===== src/rtl/spi_wb_arbiter.sv =====
// Round-robin two-master Wishbone arbiter in front of the spi_controller slave port.
// Define SPI_ARB_TIMEOUT_EN to build the stalled-transfer watchdog.
module spi_wb_arbiter #(
    parameter int unsigned ADDR_W  = 32,
    parameter int unsigned DATA_W  = 32,
    parameter int unsigned TIMEOUT = 1024
) (
    input  logic              clk,
    input  logic              rst,

    input  logic              m0_cyc,
    input  logic              m0_stb,
    input  logic              m0_we,
    input  logic [ADDR_W-1:0] m0_adr,
    input  logic [DATA_W-1:0] m0_dat_o,
    output logic [DATA_W-1:0] m0_dat_i,
    output logic              m0_ack,
    output logic              m0_err,

    input  logic              m1_cyc,
    input  logic              m1_stb,
    input  logic              m1_we,
    input  logic [ADDR_W-1:0] m1_adr,
    input  logic [DATA_W-1:0] m1_dat_o,
    output logic [DATA_W-1:0] m1_dat_i,
    output logic              m1_ack,
    output logic              m1_err,

    output logic              s_cyc,
    output logic              s_stb,
    output logic              s_we,
    output logic [ADDR_W-1:0] s_adr,
    output logic [DATA_W-1:0] s_dat_o,
    input  logic [DATA_W-1:0] s_dat_i,
    input  logic              s_ack,
    input  logic              s_err,

    output logic [1:0]        grant
);

    typedef enum logic [1:0] {
        StIdle = 2'b00,
        StOwn0 = 2'b01,
        StOwn1 = 2'b10
    } state_e;

    state_e state_q, state_d;
    logic   last_q, last_d;
    logic   tmo;

    if (TIMEOUT < 2 || TIMEOUT > 65535) begin : g_timeout_range
        $error("spi_wb_arbiter: TIMEOUT must lie in 2..65535");
    end

    always_ff @(posedge clk or posedge rst) begin
        if (rst) begin
            state_q <= StIdle;
            last_q  <= 1'b1;
        end else begin
            state_q <= state_d;
            last_q  <= last_d;
        end
    end

    // On a tie the master that was not served last wins.
    always_comb begin
        state_d = state_q;
        last_d  = last_q;
        unique case (state_q)
            StIdle: begin
                if (m0_cyc && (!m1_cyc || last_q)) begin
                    state_d = StOwn0;
                    last_d  = 1'b0;
                end else if (m1_cyc) begin
                    state_d = StOwn1;
                    last_d  = 1'b1;
                end
            end
            StOwn0:  if (!m0_cyc) state_d = StIdle;
            StOwn1:  if (!m1_cyc) state_d = StIdle;
            default: state_d = StIdle;
        endcase
    end

    always_comb begin
        grant    = state_q;
        s_cyc    = 1'b0;
        s_stb    = 1'b0;
        s_we     = 1'b0;
        s_adr    = '0;
        s_dat_o  = '0;
        m0_ack   = 1'b0;
        m0_err   = 1'b0;
        m0_dat_i = '0;
        m1_ack   = 1'b0;
        m1_err   = 1'b0;
        m1_dat_i = '0;
        unique case (state_q)
            StOwn0: begin
                s_cyc    = m0_cyc & ~tmo;
                s_stb    = m0_stb & ~tmo;
                s_we     = m0_we;
                s_adr    = m0_adr;
                s_dat_o  = m0_dat_o;
                m0_ack   = s_ack & ~tmo;
                m0_err   = s_err | tmo;
                m0_dat_i = s_dat_i;
            end
            StOwn1: begin
                s_cyc    = m1_cyc & ~tmo;
                s_stb    = m1_stb & ~tmo;
                s_we     = m1_we;
                s_adr    = m1_adr;
                s_dat_o  = m1_dat_o;
                m1_ack   = s_ack & ~tmo;
                m1_err   = s_err | tmo;
                m1_dat_i = s_dat_i;
            end
            default: ;
        endcase
    end

`ifdef SPI_ARB_TIMEOUT_EN
    logic [15:0] wd_q, wd_d;
    logic        own_stb;

    assign own_stb = (state_q == StOwn0) ? m0_stb :
                     (state_q == StOwn1) ? m1_stb : 1'b0;
    assign tmo     = own_stb && (wd_q == 16'(TIMEOUT - 1));

    // Counts only cycles where the owner is waiting on a stalled slave.
    always_comb begin
        if ((state_d != state_q) || tmo || !own_stb || s_ack || s_err) begin
            wd_d = '0;
        end else begin
            wd_d = wd_q + 16'd1;
        end
    end

    always_ff @(posedge clk or posedge rst) begin
        if (rst) begin
            wd_q <= '0;
        end else begin
            wd_q <= wd_d;
        end
    end
`else
    assign tmo = 1'b0;
`endif

endmodule


===== config.mk =====
export PLATFORM = sky130hd
export DESIGN_NAME = spi_wb_arbiter
export DESIGN_NICKNAME = d
export VERILOG_FILES = /design/src/rtl/spi_wb_arbiter.sv
export SDC_FILE = /design/constraint.sdc
export NUM_CORES = 1
export LEC_CHECK = 0
export ABC_AREA = 0
export CAP_MARGIN = 15
export CORE_AREA = 4 4 116 118
export CTS_BUF_LIST = sky130_fd_sc_hd__clkbuf_8
export DETAILED_ROUTE_END_ITERATION = 8
export DIE_AREA = 0 0 120 122
export DONT_BUFFER_PORTS = 1
export PLACE_DENSITY = 0.31
export SLEW_MARGIN = 15
export SYNTH_ARGS = -nofsm -noshare
export SYNTH_HDL_FRONTEND = slang
export SYNTH_SLANG_ARGS = --single-unit

===== constraint.sdc =====
create_clock -name clk -period 2.1 [get_ports clk]
set_clock_uncertainty 0.1 [all_clocks]
set_input_delay 0.42 -clock clk [delete_from_list [all_inputs] [get_ports clk]]
set_output_delay 0.42 -clock clk [all_outputs]
set_load 0.01 [all_outputs]

==> flow_summary.ini <==
[status]
outcome = finished, final reports clean

[grt]
track_usage = 0.08768
overflow = 0
antenna_found_initial = 0
grt_max_degree = 57
grt_pass1_vias = 1727
grt_pass1_wl_mm = 10.32

[logic_synthesis]
synth_cell_types = 17
synth_top_family_by_area = simple AND/OR/NAND/NOR gates
synth_compound_area_frac = 0.3321
synth.avg_cell_area_um2 = 6.683
synth-seq-cells = 3
synth_nets = 425
synthMuxAreaShare = 0
synthXorXnorAreaFrac = 0
ys_warn_count = 0
synth-adder-area-share = 0.02229
synth_area_leaders = a22oi_1, and2_1, nor2b_1
yosysTopAreaCellShare = 0.2942
synthCells = 252
ys_seq_area_frac = 0.04532
mappedNetlistArea_um2 = 1684
synth_area_leader_cell = a22oi_1
synth-simple-area-share = 0.5082

[detailed_routing]
route.detailed.drc = 0
drt_iter0_markers = 102
detail_route.wirelength_mm = 8.728
via_per_inst = 4.738
wire_per_inst_um = 20.63
num_vias = 2004
first_pass_iters = 4
ant_nets = 0

[sta]
finalSetupTns_ns = 0
slew_violations = 0
fmax_ghz = 0.4836
rsz0062_at_grt = yes
fin_worst_hold_slack_ns = 0.2557
setup_viol = 0
maxSlewHeadroom = 0.8008
final.min_clock_period_ns = 2.068
worst_slew_pin_slew_ns = 0.2987
fin_crit_sh = 0.9847
hold_violations = 0

[place]
place_congestion = 0.7029
io_buffers = 0
dp_hpwl_mm = 5.835

[power]
vdd_drop_max_uv = 700.8
powerDensity_nw_per_um2 = 1513
total_power_uw = 4002
power.leakage_uw = 0.0008535

[setup_path]
r2r_start = grant[0]
criticalPathCategory = reg -> out
max_stage_delay_ns = 0.47
critPathBufInv = 3
crit_chain = inv_4 > ha_4 > buf_12 > a22oi_2 > nor2b_1 > buf_4
cp.arrival_ns = 1.55
r2r_setup_slack_ns = 0.47
critPathSlowestCell = dfrtp_2
critPathRequiredTime_ns = 1.58
end_kind = output port
critical_path.top_delay_family = flip-flops
r2r-end = grant[1]
worst_setup_path_start_kind = register
cp_max_fo = 28
rr_worst_depth = 6

[clock_network]
insertion_delay_ns = 0.22
cts_buffers = 3
cts_htree_levels = 1
cts_max_path_buffers = 2
cts_tree = yes
clock-sinks = 3
ctsRootBufferMaster = clkbuf_8
path_clk_slew_ns = 0.03

[die]
start_util = 0.1351
core_area_um2 = 12470
die_h_um = 122
ioPinCount = 307
rows = 41
die_width_um = 120
dieArea_um2 = 14640

[cells_and_area]
area_growth_syn_to_layout_pct = 57.06
final_cell_mix = and2_1, a22oi_1, nor2b_2, a22oi_2, nor2b_4
nFillCells = 1352
final_common_cell = and2_1
multi_input_area_um2 = 1878
nets = 424
layout-drive-gt1-share = 0.4680
fin_util = 0.2122
ff_latch_area_um2 = 77.57

[worst_hold_path]
whs_path_depth = 2
worstHoldStart = m1_cyc
holdPathEnd = last_q
min_path_type = in -> reg

[job]
cap_violations = 0
==> cell usage after synthesis, drive strengths merged <==
cell type	count
a21oi	2
a22o	2
a22oi	67
and2	68
buf	15
clkbuf	14
dfrtp	2
dfstp	1
ha	3
inv	5
nand2	3
nor2b	67
o21ai	3
==> power by group <==
group,switching (uW),internal [uW],total [uW]
Clock,39.6,125,164
Sequential,42.1,92.8,135
Combinational,1870,1830,3700
Total,1950,2050,4000
==> kinds of logic after synthesis <==
group                      after synthesis
AOI/OAI and AO/OA                       74
and+or+nand+nor                        138
adders and majority gates                3
buffers and inverters                   34
DFF                                      3
==> routing by layer <==
metal,vias to the layer above,wire [um],global-route usage
met5,-,0,0
met4,0,14,0.01074
met2,136,4477,0.1493
li1,870,-,-
met3,2,660,0.01114
met1,996,3575,0.1218
==> layout make-up <==
cell class / instances / share of cell area
inverters: 5 / 0.008042
multi-input cells: 215 / 0.7100
clock buffers: 3 / 0.01561
flip-flops and latches: 3 / 0.02933
clock inverters: 1 / 0.001419
well taps: 172 / 0.08136
repair buffers: 23 / 0.1533
diodes: 1 / 0.0009461
==> worst max path at each step <==
stage                   to  cells after the start  slack (ns)     start
2_1_floorplan     s_adr[0]                      5        0.19  grant[0]
3_3_place_gp     s_adr[15]                      6        0.06  grant[0]
3_5_place_dp     s_adr[15]                      6        0.08  grant[0]
4_1_cts        s_dat_o[15]                      5       -0.04  grant[0]
5_1_grt           s_adr[5]                      6       -0.06  grant[0]
6_report          s_adr[5]                      6        0.03  grant[0]
==> registers in the layout, summed over array words and instances, names as in the netlist <==
name    cells
grant       2
last_q      1
==> timing repair <==
item	4_1_cts	5_1_grt
endpoints found under the hold margin	2	0
setup endpoints to repair	67	60
hold buffers	1	0
setup buffers	1	3
gates cloned	3	5
pin swaps	2	0
resized for setup	70	48
==> per-stage QoR <==
step                cell area, um^2  setup WS [ns]  instances
floorplan                      1684         0.1941        252
global placement               1906        0.05845        405
detailed placement             1906        0.07721        405
CTS                            2315       -0.03834        414
global route                   2643       -0.06048        422
finish                         2645        0.03223        423
==> worst register-to-register path: stages (launching register included) <==
cell and delay (ns):
dfrtp_2 0.45, inv_4 0.07, ha_4 0.19, buf_12 0.16, a22oi_4 0.25, o21ai_1 0.09
a22o_1 0.19
No activity file was read; power rests on OpenSTA's default activity.
